`src/rtl/smartl_mem_pkg.sv`:
```
// Shared definitions for the smartL memory path: controller states,
// default geometry and the byte-enable width derivation.
package smartl_mem_pkg;

  typedef enum logic [1:0] {
    IDLE  = 2'd0,
    RDATA = 2'd1,
    MERGE = 2'd2,
    WACK  = 2'd3
  } state_t;

  localparam int DEF_DATAWIDTH = 32;
  localparam int DEF_ADDRWIDTH = 10;

  function automatic int be_width(input int datawidth);
    return datawidth / 8;
  endfunction

endpackage

```
`src/rtl/byte_merge.sv`:
```
// Per-lane select between new write data and the word read back from RAM.
module byte_merge
  import smartl_mem_pkg::*;
#(
  parameter int DATAWIDTH = DEF_DATAWIDTH,
  parameter int BEWIDTH   = be_width(DATAWIDTH)
) (
  input  logic [DATAWIDTH-1:0] i_old,
  input  logic [DATAWIDTH-1:0] i_new,
  input  logic [BEWIDTH-1:0]   i_be,
  output logic [DATAWIDTH-1:0] o_data
);

  genvar gi;
  generate
    for (gi = 0; gi < BEWIDTH; gi++) begin : g_lane
      assign o_data[gi*8 +: 8] = i_be[gi] ? i_new[gi*8 +: 8] : i_old[gi*8 +: 8];
    end
  endgenerate

endmodule

```
`src/rtl/ram_bus_ctrl.sv`:
```
// Request-side controller for a single-port synchronous RAM without byte
// enables: full writes pass through, partial writes are read-modify-write.
module ram_bus_ctrl
  import smartl_mem_pkg::*;
#(
  parameter int DATAWIDTH = DEF_DATAWIDTH,
  parameter int ADDRWIDTH = DEF_ADDRWIDTH,
  parameter int BEWIDTH   = be_width(DATAWIDTH)
) (
  input  logic                 Clk,
  input  logic                 Rst,
  input  logic                 ReqValid,
  output logic                 ReqReady,
  input  logic                 ReqWrite,
  input  logic [ADDRWIDTH-1:0] ReqAddr,
  input  logic [DATAWIDTH-1:0] ReqWData,
  input  logic [BEWIDTH-1:0]   ReqByteEn,
  output logic                 RspValid,
  output logic [DATAWIDTH-1:0] RspRData,
  output logic [ADDRWIDTH-1:0] RamAddr,
  output logic [DATAWIDTH-1:0] RamDataIn,
  output logic                 RamWriteEnable,
  input  logic [DATAWIDTH-1:0] RamDataOut
);

  state_t                 r_state;
  state_t                 w_next;
  logic [ADDRWIDTH-1:0]   r_addr_q;
  logic [DATAWIDTH-1:0]   r_wdata_q;
  logic [BEWIDTH-1:0]     r_be_q;
  logic                   w_accept;
  logic                   w_capture;
  logic                   w_be_full;
  logic                   w_be_none;
  logic [DATAWIDTH-1:0]   w_merged;

  assign ReqReady  = (r_state == IDLE) & ~Rst;
  assign w_accept  = ReqValid & ReqReady;
  assign w_be_full = (ReqByteEn == {BEWIDTH{1'b1}});
  assign w_be_none = (ReqByteEn == '0);

  byte_merge #(
    .DATAWIDTH(DATAWIDTH),
    .BEWIDTH  (BEWIDTH)
  ) u_byte_merge (
    .i_old (RamDataOut),
    .i_new (r_wdata_q),
    .i_be  (r_be_q),
    .o_data(w_merged)
  );

  always_ff @(posedge Clk or posedge Rst) begin
    if (Rst) begin
      r_state <= IDLE;
    end else begin
      r_state <= w_next;
    end
  end

  always_ff @(posedge Clk or posedge Rst) begin
    if (Rst) begin
      r_addr_q  <= '0;
      r_wdata_q <= '0;
      r_be_q    <= '0;
    end else if (w_capture) begin
      r_addr_q  <= ReqAddr;
      r_wdata_q <= ReqWData;
      r_be_q    <= ReqByteEn;
    end
  end

  always_comb begin
    w_next         = r_state;
    w_capture      = 1'b0;
    RamAddr        = r_addr_q;
    RamDataIn      = '0;
    RamWriteEnable = 1'b0;
    RspValid       = 1'b0;
    RspRData       = '0;

    case (r_state)
      IDLE: begin
        if (w_accept) begin
          if (!ReqWrite) begin
            RamAddr = ReqAddr;
            w_next  = RDATA;
          end else if (w_be_full) begin
            RamAddr        = ReqAddr;
            RamDataIn      = ReqWData;
            RamWriteEnable = 1'b1;
            w_next         = WACK;
          end else if (!w_be_none) begin
            // Read the old word now; it is merged on the next cycle.
            RamAddr   = ReqAddr;
            w_capture = 1'b1;
            w_next    = MERGE;
          end else begin
            w_next = WACK;
          end
        end
      end
      RDATA: begin
        RspValid = 1'b1;
        RspRData = RamDataOut;
        w_next   = IDLE;
      end
      MERGE: begin
        RamAddr        = r_addr_q;
        RamDataIn      = w_merged;
        RamWriteEnable = 1'b1;
        w_next         = WACK;
      end
      WACK: begin
        RspValid = 1'b1;
        w_next   = IDLE;
      end
      default: w_next = IDLE;
    endcase

    // Reset masks every output immediately, so an in-flight merge never writes.
    if (Rst) begin
      w_capture      = 1'b0;
      RamAddr        = '0;
      RamDataIn      = '0;
      RamWriteEnable = 1'b0;
      RspValid       = 1'b0;
      RspRData       = '0;
    end
  end

endmodule
```
`config.mk`:
```
export PLATFORM = sky130hd
export DESIGN_NAME = ram_bus_ctrl
export DESIGN_NICKNAME = d
export VERILOG_FILES = /design/src/rtl/smartl_mem_pkg.sv /design/src/rtl/byte_merge.sv /design/src/rtl/ram_bus_ctrl.sv
export SDC_FILE = /design/constraint.sdc
export NUM_CORES = 1
export LEC_CHECK = 0
export BUFFER_PORTS_ARGS = -buffer_cell sky130_fd_sc_hd__buf_2
export CORE_ASPECT_RATIO = 1.2
export CORE_MARGIN = 1
export CORE_UTILIZATION = 30
export DETAILED_ROUTE_END_ITERATION = 10
export GPL_TIMING_DRIVEN = 1
export PLACE_DENSITY = 0.61
export SYNTH_ARGS = -nofsm -noshare
export SYNTH_HDL_FRONTEND = slang
export SYNTH_HIERARCHICAL = 1
export SYNTH_SLANG_ARGS = --single-unit
```
`constraint.sdc`:
```
create_clock -name Clk -period 3.3 [get_ports Clk]
set_input_delay 0.165 -clock Clk [delete_from_list [all_inputs] [get_ports Clk]]
set_output_delay 0.165 -clock Clk [all_outputs]
set_load 0.05 [all_outputs]
```
==> results.md, run 1 <==
- Antenna violations before repair: 0
- Data required, critical path: approximately 3.1 ns
- First-pass GRT wire length: 11480 um
- Maximum clock frequency: between 300 and 400 MHz
- Switching Share: around 40%
- ANT nets after route: 0
- Number of instances on the worst hold path: 2
- Main combinational cell family by area after synthesis: multiplexers
- Synth Instances: ~250
- Placement row count: 41
- Slack of the worst reg-to-reg path: approximately 1.1 ns
- Signal arrival time at the worst endpoint: approximately 2.4 ns
- Placed inst area: around 4000 sq um
- Total setup buffers inserted after CTS: 0
- Wire per inst: approximately 14 um
- CTS tree: yes
- Number of max-slew violations in the final report: 0
- All-Layer GR Usage: a little over an eighth
- Compound-Gate Fraction of Synth Area: roughly 11%
- Layout cell share with drive strength beyond 1: between 70% and 80%
- Die area: 11110 sq um
- Proportion of power drawn by combinational gates: between 50 and 60%
- Net Sw Power: 1393 uW
- Gr ovfl total: 0
- Fin util: 40.26%
- WHS: between 0.1 and 0.15 ns
- R2R Path Start: r_state[1]$_DFFE_PP0P_
- Num CTS Buffers: 5
- Clk slew on worst S/H paths: approximately 0.060 ns
- Die height: approximately 120 um
- Share of the synthesized netlist area taken by xor and xnor gates: 0%
- Core Box Area: between 10000 and 15000 sq um
- Per-instance average area after synthesis: 12.94 sq um
- Chip width: 96.40 um
- Outcome: finished clean
- Critical path's largest stage delay: 0.59 ns
- Area of all placed cells without fillers: between 4000 and 5000 sq um
- Synthesized net count: 330
- Cell at the root of the clock tree: clkbuf_16
- Transition time at the pin with the least slew margin: around 1.0 ns
- Sum of buffers and inverters on the critical path: 2
- Hold Vio Cnt, Final: 0
- Reg-to-reg endpoint: r_addr_q[7]$_DFFE_PP0P_
- Critical path class: flop to output pin
- Synth Area in Adders: 0%
- Share of total power in sequential cells: 32.6%
- Mux contribution to synthesized area: 34.63%
- Register bit total from synthesis: 48
- # resized after CTS: 0
- Total routed wirelength: 7527 um
- Series of cell instances along the critical path: or4b_4, nor4_4, buf_4, a22o_2, buf_2
- Netlist area before placement: between 3000 and 4000 sq um
- Endpoint with the worst hold slack: r_addr_q[0]$_DFFE_PP0P_
- Routed via count divided by cell count: approximately 4.7
- # DRC: 0
- Slowest stage cell, crit path: or4b_4
- Number of I/O pins: roughly 160
- Power share of the clock group: 16.3%
- Share of synthesized area occupied by flip-flops and latches: 37.44%
- Kind of launch point of the worst setup path: flop
- Worst skew pair latency: roughly 0.28 ns
- Worst r2r path cells: 3
- Maximum number of pins on one net before global-route repair: 49
- Number of detailed-routing iterations run before antenna repair: 4
- DPL Wire Length: around 5400 um
- Layout area overhead: 31.32%
- Leakage power: between 0.002 and 0.0025 uW
- Count of hold-fix buffers inserted at cts: 0
- Min-Delay Path Class: input port to flop
- Count of inserted antenna diode cells: 0
- RSZ-0062 raised after global routing: no
- Net count, final: ~480
- Buffer levels on the longest clock path: 2
- Max capacitance violation total: 0
- Number of different library cells in the post-synthesis netlist: 24
- Critical path endpoint category: output pin
- Final setup violation count: 0
- Starting Density: about 31%
- Power, Total: between 3000 and 4000 uW
- Internal power component: between 2000 and 2500 uW
- Startpoint of the worst hold path: ReqAddr[0]
- Maximum fanout encountered on the critical timing path: 33
- Total power divided by cell area: 827.7 nW/um^2
- Yosys warning total: 6
- Clock Sinks: 48
- Slew Limit Headroom: a little under a third
- Number of DRC violations after detailed-routing iteration 0: 60
- Count of buffers from port buffering: between 150 and 200
- Via count of the first global-routing pass: about 2300
- Worst Skew: around 0.006 ns
- Setup Total Neg Slack: 0 ns
- Area fraction in and, or, nand and nor cells after synthesis: about an eighth
- Weighted congestion reported at the end of routability-driven placement: ~0.66
- Peak supply drop: 335.2 uV
- Crit-path leading delay family: simple AND/OR/NAND/NOR gates
- Number of H-tree levels: 2
- Via count: about 2500
- Final worst-path cycle share: about 78%
- Time the final worst path needs with I/O delays and setup: between 2 and 3 ns
cell usage after synthesis:
cell      count  area, sq um
mux2_4       32        480.5
buf_6        11        123.9
nand4_1       1        6.260
clkbuf_1      7        26.28
dfrtp_1      48         1201
or4b_4        1        13.76
a22o_2       30        300.3
nor4_4        1        21.27
nor2b_1      11        68.82
o21ai_2       1        8.760
inv_1         2        7.510
o21ai_0       2        10.01
nor2_1        3        11.26
o21a_1        1        7.510
nand4_2       1        12.51
or2b_1        1        7.510
a22o_1        2        17.52
mux2_2       56        630.6
and3_1        1        6.260
or4_1         1        7.510
and2_1       32        200.2
and2b_2       1        8.760
or2_2         1        6.260
nor4b_4       1        23.77
layout make-up:
type / instances / area (sq um)
clock inverter: 2 / 35.03
clock buffer: 6 / 128.9
tap: 129 / 161.4
timing repair buffer: 160 / 818.3
multi-input combinational: 180 / 1861
sequential: 48 / 1201
inverter: 2 / 7.507
fill: 1048 / 6252
metrics by stage:
step | std cells | setup slack (ns)
floorplan | 248 | 0.9979
global placement | 519 | 1.038
detailed placement | 519 | 1.004
CTS | 527 | 0.7017
global route | 527 | 0.5961
finish | 527 | 0.7315
power by group through the flow:
stage / Clock, uW / Sequential (uW) / Combinational, uW
final: 569 / 1140 / 1780
after global routing: 613 / 1190 / 1900
after CTS: 595 / 1140 / 1800
after detailed placement: 0 / 1150 / 1800
after global placement: 0 / 1140 / 1770
after floorplan: 0 / 1000 / 1630
layer usage:
metal	global-route usage, %	vias up	share of wire [%]
met5	0	-	0
met2	24.16	88	52
met3	2.315	2	6.4
met4	3.529	0	0.33
li1	-	1200	-
met1	16.30	1184	42
worst max path at each step:
| stage | cells after the start | from | end |
|---|---|---|---|
| 5_1_grt | 5 | r_state[1]$_DFFE_PP0P_ | RamDataIn[30] |
| 2_1_floorplan | 4 | r_state[0]$_DFFE_PP0P_ | RspRData[10] |
| 3_5_place_dp | 3 | r_state[1]$_DFFE_PP0P_ | r_addr_q[1]$_DFFE_PP0P_ |
| 3_3_place_gp | 3 | r_state[1]$_DFFE_PP0P_ | r_wdata_q[13]$_DFFE_PP0P_ |
| 4_1_cts | 5 | r_state[1]$_DFFE_PP0P_ | RamDataIn[25] |
| 6_report | 5 | r_state[1]$_DFFE_PP0P_ | RamDataIn[31] |
cell usage in the layout, fill, tap and decap left out, drive strengths merged, types with 3 or more instances in the layout:
cell type	n
a22o	32
and2	32
buf	160
clkbuf	6
dfrtp	48
mux2	88
nor2	3
nor2b	11
o21ai	3
registers in the layout, summed over array words and instances (netlist names):
signal and cells:
r_wdata_q 32, r_addr_q 10, r_be_q 4, r_state 2
cells by family (layout without fill, tap and decap cells):
logic type,count (synthesis),after routing
flops,48,48
buf+inv,20,170
compound gates,36,36
mux,88,88
simple gates,56,56
(Power assumes the default switching activity.)
==> run 2, diff against run 1 <==
- clock period: 3.3 -> 2.6 ns (I/O delays scaled with it)
==> run 2 against run 1 <==
Effect of this change: cell area is 0.39% higher; via count rose by 0.16%; highest routed layer unchanged; sequential share of layout area decreased by 0.11 points; sequential power up 25%; critical path depth is the same.
==> results.md, run 2 (synthesized netlist as in run 1, its figures left out) <==
- Critical path endpoint category: output pin
- Cell at the root of the clock tree: clkbuf_16
- ANT nets after route: 0
- Count of buffers from port buffering: 158
- First-pass GRT wire length: around 11000 um
- Most frequent cells in the layout: buf_2, mux2_2, dfrtp_1, and2_1, mux2_4
- Number of I/O pins: 159
- Die area: roughly 11000 sq um
- Core Box Area: approximately 10000 sq um
- Transition time at the pin with the least slew margin: 1.014 ns
- Peak supply drop: 369.3 uV
- Outcome: finished clean
- Total routed wirelength: ~7300 um
- Layout cell share with drive strength beyond 1: between 70% and 80%
- Data required, critical path: 2.47 ns
- # resized after CTS: 0
- Number of flip-flops in the largest register: 32
- Slew Limit Headroom: approximately a third
- Weighted congestion reported at the end of routability-driven placement: just under 0.7
- Max capacitance violation total: 0
- Number of H-tree levels: 2
- Commonest non-fill, non-tap cell in the layout: buf_2
- Count of inserted antenna diode cells: 0
- Leakage power: between 0.002 and 0.0025 uW
- Signal arrival time at the worst endpoint: 2.30 ns
- # DRC: 0
- Number of max-slew violations in the final report: 0
- CTS tree: yes
- Min-Delay Path Class: input port to flop
- Chip width: 96.40 um
- Critical path class: flop to output pin
- Kind of launch point of the worst setup path: flop
- Net count, final: between 400 and 500
- Count of hold-fix buffers inserted at cts: 0
- Final setup violation count: 0
- Die height: between 100 and 150 um
- Via count of the first global-routing pass: around 2300
- Series of cell instances along the critical path: or4b_4, nor4_4, buf_12, a22o_2, buf_2
- Number of DRC violations after detailed-routing iteration 0: 34
- Maximum number of pins on one net before global-route repair: slightly below 50
- Clock Sinks: 48
- Critical path's largest stage delay: roughly 0.59 ns
- Starting Density: just over 30%
- RSZ-0062 raised after global routing: no
- Worst skew pair latency: between 0.2 and 0.3 ns
- Sum of buffers and inverters on the critical path: 2
- All-Layer GR Usage: about an eighth
- Clk slew on worst S/H paths: 0.06 ns
- Maximum clock frequency: 411.1 MHz
- Crit-path leading delay family: simple AND/OR/NAND/NOR gates
- Maximum fanout encountered on the critical timing path: 33
- Routed via count divided by cell count: roughly 4.7
- Setup Total Neg Slack: 0 ns
- Leading registers by flop count: r_wdata_q x32, r_addr_q x10, r_be_q x4
- DPL Wire Length: about 5400 um
- Gr ovfl total: 0
- Buffer levels on the longest clock path: 2
- Via count: around 2500
- Number of detailed-routing iterations run before antenna repair: 4
- Slowest stage cell, crit path: or4b_4
- Placement row count: a little over 40
- Time the final worst path needs with I/O delays and setup: 2.432 ns
- Num CTS Buffers: 5
- Total setup buffers inserted after CTS: 0
- Final worst-path cycle share: between 90% and 100%
- Layout area overhead: 31.83%
- Hold Vio Cnt, Final: 0
- Register with the most flip-flops: r_wdata_q
- Fin util: between 40% and 50%
- Total power divided by cell area: 1029 nW/um^2
- Wire per inst: roughly 14 um
- Worst Skew: 0.003240 ns
- Antenna violations before repair: 0
[run 2: cell types whose count changed in the layout (fill, tap and decap cells not counted)]
cell,change
bufinv_16,-1
buf_12,+1
clkbuf_1,-1
buf_4,+1
clkinv_2,-1
clkbuf_8,+2
[run 2: worst register-to-register path: stages, from the launching register on]
cell     delay, ns
dfrtp_1       0.45
nor4b_4       0.40
nand4_4       0.42
buf_12        0.33
mux2_2        0.29
[run 2: routing by layer]
metal / part of all wire [%] / vias up / GRT usage, %
met5: 0 / - / 0
met4: 0.56 / 0 / 2.647
met3: 7.1 / 4 / 3.241
met2: 49 / 90 / 23.17
met1: 43 / 1182 / 15.96
li1: - / 1202 / -
[run 2: final cells by class]
cell class | instances | area (sq um)
Clock buffer | 7 | 152.6
Tap cell | 129 | 161.4
Inverter | 2 | 7.507
Multi-Input combinational cell | 180 | 1861
Fill cell | 1058 | 6236
Timing Repair Buffer | 162 | 845.8
Sequential cell | 48 | 1201
[run 2: report_power, final]
part,switching [uW],internal [uW]
registers,315,1120
logic,1170,1090
clock network,255,404
[run 2: final timing paths]
check,start,endpoint,slack [ns],cells past startpoint
setup / recovery,r_state[1]$_DFFE_PP0P_,RamDataIn[25],0.17,5
hold / removal,ReqAddr[4],r_addr_q[4]$_DFFE_PP0P_,0.09,2
setup reg to reg,r_state[1]$_DFFE_PP0P_,r_addr_q[8]$_DFFE_PP0P_,0.58,4
hold reg to reg,r_addr_q[4]$_DFFE_PP0P_,r_addr_q[4]$_DFFE_PP0P_,0.50,1
max in group asynchronous,Rst,r_wdata_q[31]$_DFFE_PP0P_,1.69,2
min in group asynchronous,Rst,r_addr_q[4]$_DFFE_PP0P_,0.25,2
[run 2: per-stage QoR]
| step | worst slack [ns] | std cells | hold slack (ns) | instance area (sq um) | total power, uW |
|---|---|---|---|---|---|
| finish | 0.1678 | 528 | 0.08881 | 4229 | 4353 |
| floorplan | 0.3329 | 248 | 0.2805 | 3208 | 3346 |
| CTS | 0.1473 | 528 | 0.08261 | 4229 | 4422 |
| global route | 0.07205 | 528 | 0.08284 | 4229 | 4639 |
| global placement | 0.5053 | 521 | 0.3760 | 4076 | 3699 |
| detailed placement | 0.4611 | 521 | 0.3791 | 4076 | 3743 |
==> run 3, diff against run 2 <==
==> constraint.sdc (replaced) <==
create_clock -name Clk -period 2.6 [get_ports Clk]
set_input_delay 0.13 -clock Clk [delete_from_list [all_inputs] [get_ports Clk]]
set_output_delay 0.13 -clock Clk [all_outputs]
set_load 0.1 [all_outputs]
==> run 3 against run 2 <==
Effect of this change: clock power barely moved; first-iteration DRC count fell by 12%; via count rose by 1.2%; highest routed layer unchanged; global-route usage rose by 1.1 points; maximum frequency rose by 0.58%; setup slack improved by 0.014 ns.
==> results.md, run 3 (synthesized netlist as in run 1, its figures left out) <==
- Via count of the first global-routing pass: 2477
- Register with the most flip-flops: r_wdata_q
- DPL Wire Length: 5953 um
- Clk slew on worst S/H paths: ~0.070 ns
- Commonest non-fill, non-tap cell in the layout: buf_2
- Worst skew pair latency: between 0.2 and 0.3 ns
- Maximum number of pins on one net before global-route repair: 43
- Maximum fanout encountered on the critical timing path: 15
- Transition time at the pin with the least slew margin: just over 0.9 ns
- Worst Skew: 0.01062 ns
- WHS: slightly above 0.08 ns
- Met1 track demand over resource: around 17%
- Number of DRC violations after detailed-routing iteration 0: 30
- Critical path's largest stage delay: roughly 0.6 ns
- Via count: 2508
- Internal power component: 2840 uW
- CTS tree: yes
- Routed via count divided by cell count: 4.705
- Critical path class: flop to output pin
- Max capacitance violation total: 0
- RSZ-0062 raised after global routing: no
- Layout cell share with drive strength beyond 1: 74.75%
- Proportion of power drawn by combinational gates: between 60% and 70%
- Time the final worst path needs with I/O delays and setup: 2.418 ns
- Slack of the worst reg-to-reg path: roughly 0.53 ns
- Post-placement worst setup slack: 0.3923 ns
- Core Box Area: 10470 sq um
- # DRC: 0
- Number of detailed-routing iterations run before antenna repair: 4
- Setup Total Neg Slack: 0 ns
- Net count, final: between 400 and 500
- Data required, critical path: around 2.5 ns
- Series of cell instances along the critical path: or4b_4, nor4_4, buf_4, o21a_1, clkbuf_4
- Number of max-slew violations in the final report: 0
- Met3 capacity usage during global routing: approximately 3.4%
- Antenna violations before repair: 0
- Final worst-path cycle share: about 93%
- Kind of launch point of the worst setup path: flop
- Weighted congestion reported at the end of routability-driven placement: between 0.6 and 0.7
- Net Sw Power: ~2600 uW
- Total routed wirelength: between 7000 and 8000 um
- Setup ws final: roughly 0.18 ns
- Non-filler instance count after layout: about 530
- Total power divided by cell area: around 1100 nW/um^2
- Count of buffers from port buffering: 158
- Gr ovfl total: 0
- Min-Delay Path Class: input port to flop
- Die height: around 120 um
- Share of total power in sequential cells: between 20% and 30%
- Switching Share: between 40% and 50%
- Critical path endpoint category: output pin
- Signal arrival time at the worst endpoint: 2.29 ns
- Starting Density: 30.66%
- Slowest stage cell, crit path: or4b_4
- Total setup buffers inserted after CTS: 0
- Slew Limit Headroom: about two fifths
- Die area: about 11000 sq um
- Buffer levels on the longest clock path: 2
- Clock Sinks: 48
- Maximum clock frequency: a little over 400 MHz
- Placed Cells incl. Taps: approximately 530
- Cell at the root of the clock tree: clkbuf_16
- Layout area overhead: 48.09%
- Number of flip-flops in the largest register: 32
- Number of I/O pins: ~160
- Number of inserted filler cells in the final layout: between 1000 and 1500
- Chip width: between 90 and 100 um
- Wire per inst: 14.74 um
- Num CTS Buffers: 5
- Count of hold-fix buffers inserted at cts: 0
- Number of H-tree levels: 2
- Most frequent cells in the layout: buf_2, mux2_2, dfrtp_1, buf_12
- Count of inserted antenna diode cells: 0
- Final setup violation count: 0
- All-Layer GR Usage: approximately 14%
- Leading registers by flop count: r_wdata_q x32, r_addr_q x10, r_be_q x4
- Power share of the clock group: a little under an eighth
- First-pass GRT wire length: between 10000 and 15000 um
- GR Layer Usage met2: approximately 25%
- Leakage power: approximately 0.0023 uW
- Outcome: finished clean
- Placement row count: 41
- Hold Vio Cnt, Final: 0
- Peak supply drop: about 580 uV
- ANT nets after route: 0
- Busiest layer in global routing: met2
==> run 3: cell types whose count changed in the layout (fill, tap and decap cells not counted), moves of 2 or more <==
cell,delta
buf_4,+4
buf_12,+32
buf_2,-33
clkinv_2,+2
==> run 3: final timing paths <==
path / from / to / cells after the start
setup reg to reg: r_state[1]$_DFFE_PP0P_ / r_wdata_q[12]$_DFFE_PP0P_ / 4
setup / recovery: r_state[1]$_DFFE_PP0P_ / RamWriteEnable / 5
max in group asynchronous: Rst / r_wdata_q[31]$_DFFE_PP0P_ / 4
min in group asynchronous: Rst / r_addr_q[3]$_DFFE_PP0P_ / 3
hold reg to reg: r_addr_q[5]$_DFFE_PP0P_ / r_addr_q[5]$_DFFE_PP0P_ / 1
hold / removal: ReqAddr[5] / r_addr_q[5]$_DFFE_PP0P_ / 2
==> run 3: layout make-up <==
cell class | count | area [sq um] | share of cell area (%)
inverter | 2 | 7.507 | 0.1580
multi-input combinational | 180 | 1873 | 39.43
tap | 129 | 161.4 | 3.397
sequential | 48 | 1201 | 25.28
clock inverter | 2 | 10.01 | 0.2107
timing repair buffer | 166 | 1359 | 28.60
clock buffer | 6 | 138.9 | 2.923
==> run 3: worst max-delay path, delay by kind of cell (launching register included) <==
kind            cells  cell delay, ns
compound gates      1            0.13
flops               1            0.45
simple gates        2            0.85
buf+inv             2            0.57
==> run 3: power by group through the flow <==
stage | Sequential [uW] | Combinational (uW) | Clock [uW]
after floorplan | 1270 | 2850 | 0
after global placement | 1440 | 3340 | 0
after detailed placement | 1460 | 3370 | 0
after CTS | 1450 | 3370 | 687
after global routing | 1510 | 3500 | 716
final | 1440 | 3350 | 656
==> run 3: routing by layer <==
| layer | vias up | part of all wire [%] |
|---|---|---|
| met5 | - | 0 |
| met2 | 88 | 49 |
| li1 | 1220 | - |
| met3 | 4 | 6.8 |
| met4 | 0 | 0.61 |
| met1 | 1196 | 44 |
==> run 3: repair_timing <==
| action | 4_1_cts | 5_1_grt |
|---|---|---|
| resized for setup | 0 | 1 |
| endpoints found under the hold margin | 0 | 0 |
| setup endpoints to repair | 0 | 1 |
==> run 3: stage by stage <==
stage                     utilization [%]  power [uW]  instance area [sq um]
after global routing                45.40        5722                   4751
after detailed placement            43.95        4829                   4599
after global placement              43.95        4778                   4599
after floorplan                         -        4124                   3216
after CTS                           45.37        5506                   4748
final                               45.40        5447                   4751
